<file path="config.mk">
export PLATFORM = sky130hd
export DESIGN_NAME = input_ctrl
export DESIGN_NICKNAME = d
export VERILOG_FILES = /design/src/rtl/input_ctrl.sv
export SDC_FILE = /design/constraint.sdc
export NUM_CORES = 1
export LEC_CHECK = 0
export CAP_MARGIN = 20
export CORE_UTILIZATION = 60
export CTS_BUF_LIST = sky130_fd_sc_hd__clkbuf_8
export CTS_CLUSTER_DIAMETER = 150
export DETAILED_ROUTE_END_ITERATION = 6
export GPL_ROUTABILITY_DRIVEN = 0
export PLACE_DENSITY = 0.83
export SLEW_MARGIN = 10
export SYNTH_ARGS = -nofsm -noshare
export SYNTH_HDL_FRONTEND = slang
export SYNTH_SLANG_ARGS = --single-unit
</file>
<file path="constraint.sdc">
create_clock -name clk -period 2.94 [get_ports clk]
set_clock_uncertainty 0.1 [all_clocks]
set_input_delay 0.588 -clock clk [delete_from_list [all_inputs] [get_ports clk]]
set_output_delay 0.588 -clock clk [all_outputs]
set_load 0.02 [all_outputs]
</file>
<file path="src/rtl/input_ctrl.sv">
// ---------------------------------------------------------------------------
// input_ctrl
//
// Operator-input stage that sits in front of the CPU's `in` port. The enter
// and clear push-buttons are synchronized and debounced. Each enter press
// captures the switch word into a small FIFO. The oldest entry is presented
// to the CPU through a valid/ack handshake. The block runs on the board
// clock, so debouncing works at full resolution while the slow CPU handshake
// is still honoured.
//
// Ports:
//   clk        board clock (single domain)
//   rst        synchronous, active-high reset
//   btn_enter  raw enter button, active-high, bouncy
//   btn_clear  raw clear button, active-high, bouncy
//   sw         raw switch word (SW_WIDTH bits)
//   ack        CPU consume request; only its rising edge pops an entry
//   data       head entry zero-extended to DATA_WIDTH, or 0 when empty
//   valid      FIFO is non-empty
//   count      number of entries currently held
//   overflow   sticky; set when a press is dropped because the FIFO is full
// ---------------------------------------------------------------------------
module input_ctrl #(
   parameter int DEBOUNCE_CYCLES = 500_000,
   parameter int SW_WIDTH        = 4,
   parameter int DATA_WIDTH      = 16,
   parameter int DEPTH           = 4
) (
   input  logic                      clk,
   input  logic                      rst,
   input  logic                      btn_enter,
   input  logic                      btn_clear,
   input  logic [SW_WIDTH-1:0]       sw,
   input  logic                      ack,
   output logic [DATA_WIDTH-1:0]     data,
   output logic                      valid,
   output logic [$clog2(DEPTH):0]    count,
   output logic                      overflow
);

   localparam int CNT_W = $clog2(DEBOUNCE_CYCLES);
   localparam int PTR_W = $clog2(DEPTH);
   localparam int CW    = PTR_W + 1;

   // The counter saturates one short of DEBOUNCE_CYCLES; the next mismatching
   // cycle is the one that toggles the stable level.
   localparam logic [CNT_W-1:0] CNT_LAST = CNT_W'(DEBOUNCE_CYCLES - 1);
   localparam logic [CW-1:0]    FULL     = CW'(DEPTH);

   // Index 0 is the enter button, index 1 is the clear button.
   logic [1:0]          btn_raw;
   logic [1:0]          btn_s1;
   logic [1:0]          btn_s2;
   logic [1:0]          st;
   logic [1:0]          st_d;
   logic [CNT_W-1:0]    deb_cnt [2];
   logic [SW_WIDTH-1:0] sw_s1;
   logic [SW_WIDTH-1:0] sw_s2;
   logic                ack_d;

   logic [SW_WIDTH-1:0] mem [DEPTH];
   logic [PTR_W-1:0]    wr_ptr;
   logic [PTR_W-1:0]    rd_ptr;

   logic [1:0]          press;
   logic                press_enter;
   logic                press_clear;
   logic                pop_req;
   logic                pop_ok;
   logic                push_ok;
   logic                overflow_set;
   logic [DATA_WIDTH-1:0] head_ext;

   assign btn_raw = {btn_clear, btn_enter};

   // Input conditioning: 2-flop synchronizers, per-button debounce and the
   // registered copies used for rising-edge detection.
   always_ff @(posedge clk) begin
      if (rst) begin
         btn_s1     <= '0;
         btn_s2     <= '0;
         sw_s1      <= '0;
         sw_s2      <= '0;
         st         <= '0;
         st_d       <= '0;
         ack_d      <= 1'b0;
         deb_cnt[0] <= '0;
         deb_cnt[1] <= '0;
      end else begin
         btn_s1 <= btn_raw;
         btn_s2 <= btn_s1;
         sw_s1  <= sw;
         sw_s2  <= sw_s1;
         st_d   <= st;
         ack_d  <= ack;
         for (int i = 0; i < 2; i++) begin
            if (btn_s2[i] == st[i]) begin
               deb_cnt[i] <= '0;
            end else if (deb_cnt[i] == CNT_LAST) begin
               st[i]      <= ~st[i];
               deb_cnt[i] <= '0;
            end else begin
               deb_cnt[i] <= deb_cnt[i] + CNT_W'(1);
            end
         end
      end
   end

   // Press pulses come straight from registered levels, so a push lands one
   // edge after the stable level rises.
   assign press       = st & ~st_d;
   assign press_enter = press[0];
   assign press_clear = press[1];
   assign pop_req     = ack & ~ack_d;

   // A pop on a full FIFO frees the slot a same-edge push needs.
   assign pop_ok       = pop_req && (count != '0);
   assign push_ok      = press_enter && ((count != FULL) || pop_ok);
   assign overflow_set = press_enter && (count == FULL) && !pop_ok;

   // FIFO bookkeeping; clear outranks any same-cycle push or pop.
   always_ff @(posedge clk) begin
      if (rst || press_clear) begin
         wr_ptr   <= '0;
         rd_ptr   <= '0;
         count    <= '0;
         overflow <= 1'b0;
      end else begin
         if (push_ok) begin
            wr_ptr <= wr_ptr + PTR_W'(1);
         end
         if (pop_ok) begin
            rd_ptr <= rd_ptr + PTR_W'(1);
         end
         case ({push_ok, pop_ok})
            2'b10:   count <= count + CW'(1);
            2'b01:   count <= count - CW'(1);
            default: count <= count;
         endcase
         if (overflow_set) begin
            overflow <= 1'b1;
         end
      end
   end

   // Storage has no reset; stale entries are never visible because data is
   // masked by valid.
   always_ff @(posedge clk) begin
      if (!rst && !press_clear && push_ok) begin
         mem[wr_ptr] <= sw_s2;
      end
   end

   always_comb begin
      head_ext                 = '0;
      head_ext[SW_WIDTH-1:0]   = mem[rd_ptr];
   end

   assign valid = (count != '0);
   assign data  = valid ? head_ext : '0;

endmodule
</file>
# Word-level counts from Yosys, hierarchy flattened
# Memories as Yosys holds them, arrays and structs flattened. A register that Yosys moved wholly into a read port is not among the register bits.
# Cells that the tools add are included.
# W data, S select, Z words.
# op_classes
n_addsub	6
eq_ne	8
muxes	36
n_bitwise	14
n_reduce_logical	15
# op_table
cell	count
$mux W19	6
$add A19 B1 Y19 const B	2
$eq A19 B19 Y1 const B	2
$mux W1	26
$logic_and A1 B1 Y1	6
$or A1 B1 Y1	6
$pmux W3 S2	1
$not A1 Y1	5
$add A2 B1 Y2 const B	2
$mux W2	2
$mux W4	1
$reduce_and A2 Y1	2
$add A3 B1 Y3 const B	1
$eq A3 B3 Y1 const B	1
$logic_not A1 Y1	3
$ne A3 B3 Y1 const B	1
$reduce_bool A3 Y1	1
$sub A3 B1 Y3 const B	1
$and A2 B2 Y2	1
$eq A1 B1 Y1	2
$eq A2 B1 Y1 const B	1
$eq A2 B2 Y1 const B	1
$logic_or A1 B1 Y1	2
$not A2 Y2	1
2 further kinds	2
# totals
regBits	25
ramBits	54
input_bits	9
word_cells	93
mem_count	2
# mem_list
name	words	width	rd	rd_ports_with_merged_regs	wr	line	text
deb_cnt	2	19	2	0	2	56	logic [CNT_W-1:0] deb_cnt [2];
mem	4	4	1	1	1	61	logic [SW_WIDTH-1:0] mem [DEPTH];

# Longest topological paths before layout
# logic_depth
word_depth	8
ltp_mapped	7

# Worst setup path after synthesis
# Ideal clock, no wire load.
# synth_path
kind	reg2reg
start	register count[2]
end	register count[2]
setup_time_ps	122
arrival_ps	2179
t_required_ps	2718
path_slack_ps	540
stages_incl_launch_ff	8
path_buffers	1
path_cell_list	dfxtp_1 > or3_1 > clkbuf_1 > nand2_1 > fa_1 > or3_1 > a32oi_1 > a21oi_1
# synth_between
elab_chain_cells	6
elab_cells_between_ends	11
cone_classes	2 x add/sub; 3 x eq/ne; 1 x mux; 5 x reduce/logical
# synth_rtl
element	line	text
from (decl)	37	output logic [$clog2(DEPTH):0] count,
from (signal assigned)	136	2'b10: count <= count + CW'(1);
from (signal assigned)	137	2'b01: count <= count - CW'(1);
from (signal assigned)	138	default: count <= count;
$reduce_bool A3 Y1 (*)	n/a	
net valid	36	output logic valid,
$logic_and A1 B1 Y1 (*)	117	assign pop_ok = pop_req && (count != '0);
$logic_or A1 B1 Y1	118	assign push_ok = press_enter && ((count != FULL) || pop_ok);
$logic_and A1 B1 Y1	118	
$eq A2 B1 Y1 or $eq A2 B2 Y1 (tied branches)	135	case ({push_ok, pop_ok})
$pmux W3 S2 or $reduce_bool A2 Y1 (tied branches)	n/a	
# The timed path passes the listed nets; every way through them passes the cells marked *.
# A chain may end at the register's enable or synchronous reset.

==> flow_summary_export.csv <==
group,metric,value,unit
grt,grt_max_degree,19,
timing,maxSlewViolCount,0,
timing,rsz0062_at_grt,"false",
timing,fin_tns_setup,0,ns
die,die_y,82.53,um
grt,antenna_found_initial,0,
place,dp.cells,470,
timing,max-slew-margin-rel,0.5941,
grt,grt_use_total,0.2121,
timing,period_needed,2.749,ns
logic_synthesis,ys_async_sr_fraction,0,
timing,setup-violations-final,0,
place,io_buffer_count,17,
clock_tree,root_buffer,"clkbuf_8",
logic_synthesis,synth_seq_cells,81,
clock_tree,cts.repair.resized,0,
setup_path,required,2.25,ns
logic_synthesis,yosys_warnings,0,
logic_synthesis,avgSynthCellArea,11.25,um^2
layout,drive_gt1_frac,0.07543,
die,die_area,0.006811,mm^2
logic_synthesis,seq_area_frac_synth,0.5556,
worst_hold_path,min_from,"btn_s1[1]",
route,post_drt_wl_per_cell,13.29,um
place,dp_hpwl,4.700,mm
power_and_ir_drop,p_leak,1.531,nW
logic_synthesis,synth_top_area_cell,"edfxtp_1",
grt,gr-total-overflow,0,
clock_tree,post_cts_buffers,0,
logic_synthesis,syn_area,0.003891,mm^2
timing,max_freq,363.8,MHz
clock_tree,hold_buffers,0,
power_and_ir_drop,vdd.ir_drop.worst,0.0003546,V
clock_tree,cts_num_sinks,81,
setup_path,critPathCaptureType,"output port",
clock_tree,path_clk_slew,0.09,ns
power_and_ir_drop,power.density,497.2,mW/mm^2
logic_synthesis,synth_common_cells,"edfxtp_1, nor2_1, xnor2_1",
job,drv_cap,0,
worst_hold_path,hold_class,"register to register",
layout,final_nets,422,
logic_synthesis,ys_top_cells_by_area,"edfxtp_1, dfxtp_1, xnor2_1",
timing,worst_slack,0.1910,ns
outcome,status,"finished, final reports clean",
clock_tree,cts_buffer_depth,2,
timing,fin_crit_sh,0.9350,
setup_path,cp.arrival,2.06,ns
logic_synthesis,synth_cell_types,48,
power_and_ir_drop,power,2.210,mW
clock_tree,htree_levels,3,
logic_synthesis,synth_most_common_cell,"edfxtp_1",
layout,fin_cells,486,
route,via_per_inst,5.397,
layout,antenna_cells,0,
timing,hold_violations,0,
grt,grt_pass1_vias,2527,
layout,areaGrowthSynthToFinish,14.21,%
route,drcViolationCount,0,
die,core.rowCount,28,
logic_synthesis,synth_flop_cell,"edfxtp_1",
route,ant_nets,0,
grt,grt_pass1_wl,10.81,mm
setup_path,cp_max_fo,4,
logic_synthesis,synth_edf_count,54,
die,ios,30,
route,finalWirelength,6.459,mm
route,drtIter0Drc,85,
setup_path,start_kind,"register",
die,core,0.006096,mm^2
die,start_util,0.6383,
logic_synthesis,synth_top_area_share,0.4167,
setup_path,rr_startpoint,"deb_cnt[1][9]",
route,num_vias,2623,
setup_path,critPathKind,"register to output port",
clock_tree,clkLatencyLatePin,0.34,ns
place,place_ws,0.2137,ns
logic_synthesis,synthCells,346,
route,first_pass_iters,5,
die,die_x,82.53,um
timing,worstMarginPinSlew,0.6033,ns
clock_tree,cts-buffers-inserted,9,
clock_tree,cts_tree,"done",
layout make-up:
type	count	area (um^2)
Multi-Input combinational cell	279	1729
Inverter	14	52.55
Timing Repair Buffer	21	200.2
Fill cell	442	1652
Tap cell	75	93.84
Clock buffer	9	123.9
Sequential cell	81	2162
Clock inverter	7	82.58
power breakdown:
group          internal, mW  total, mW  leakage, nW  switching (mW)
sequential             1.24       1.27        0.759          0.0320
clock                 0.410      0.839        0.107           0.430
combinational        0.0388     0.0965        0.664          0.0577
layer usage:
layer | part of all wire | track usage | vias up
met5 | 0 | 0 | -
met4 | 0.012 | 0.08621 | 0
met3 | 0.031 | 0.03956 | 8
met2 | 0.51 | 0.3769 | 54
met1 | 0.44 | 0.2521 | 1257
li1 | - | - | 1304
cells by family after synthesis:
family	share of synthesized area
simple gates	0.2154
flops	0.5556
xor+xnor	0.08103
buf+inv	0.04630
compound gates	0.04437
fa+ha+maj	0.02444
mux	0.03087
other cells	0.001930
cells in the final DEF (no fill, tap or decap), types with 2 or more instances in the layout:
master	n
a21oi_1	8
a31oi_1	2
and2_1	6
and3_1	4
and4_1	3
buf_4	4
clkbuf_8	9
clkdlybuf4s50_1	17
conb_1	50
dfxtp_1	27
edfxtp_1	54
ha_1	6
inv_1	14
inv_6	3
mux2i_1	3
mux4_2	4
nand2_1	10
nand2b_1	2
nand3_1	16
nand4_1	11
nor2_1	45
nor2b_1	18
nor3_1	9
nor4_1	11
nor4b_1	2
o21ai_0	3
o31ai_1	2
o41ai_1	2
or2_2	3
or3_1	4
or4_1	3
xnor2_1	28
xor2_1	8
state kept, by name (all words and copies together), names as in the netlist, 2 cells and up, named ones only:
register	flops
deb_cnt	38
mem	16
sw_s1	4
sw_s2	4
count	3
btn_s1	2
btn_s2	2
rd_ptr	2
st	2
st_d	2
wr_ptr	2
metrics by stage:
step | utilization | hold slack [ns] | cell area (um^2)
2_1_floorplan | - | 0.3138 | 4071
3_3_place_gp | 0.6952 | 0.3172 | 4238
3_5_place_dp | 0.6952 | 0.3292 | 4238
4_1_cts | 0.7291 | 0.3517 | 4444
5_1_grt | 0.7291 | 0.3529 | 4444
6_report | 0.7291 | 0.3436 | 4444
worst paths after layout:
kind	slack, ns	cells after the start	endpoint
max	0.19	3	data[2]
min	0.34	1	btn_s2[1]
max reg2reg	0.41	4	deb_cnt[1][10]
min reg2reg	0.34	1	btn_s2[1]
worst max-delay path, stage by stage (launching register included):
cell and delay [ns]:
dfxtp_1 0.48, mux4_2 0.54, and2_1 0.17, clkdlybuf4s50_1 0.53
Power figures use the tool's default switching activity.
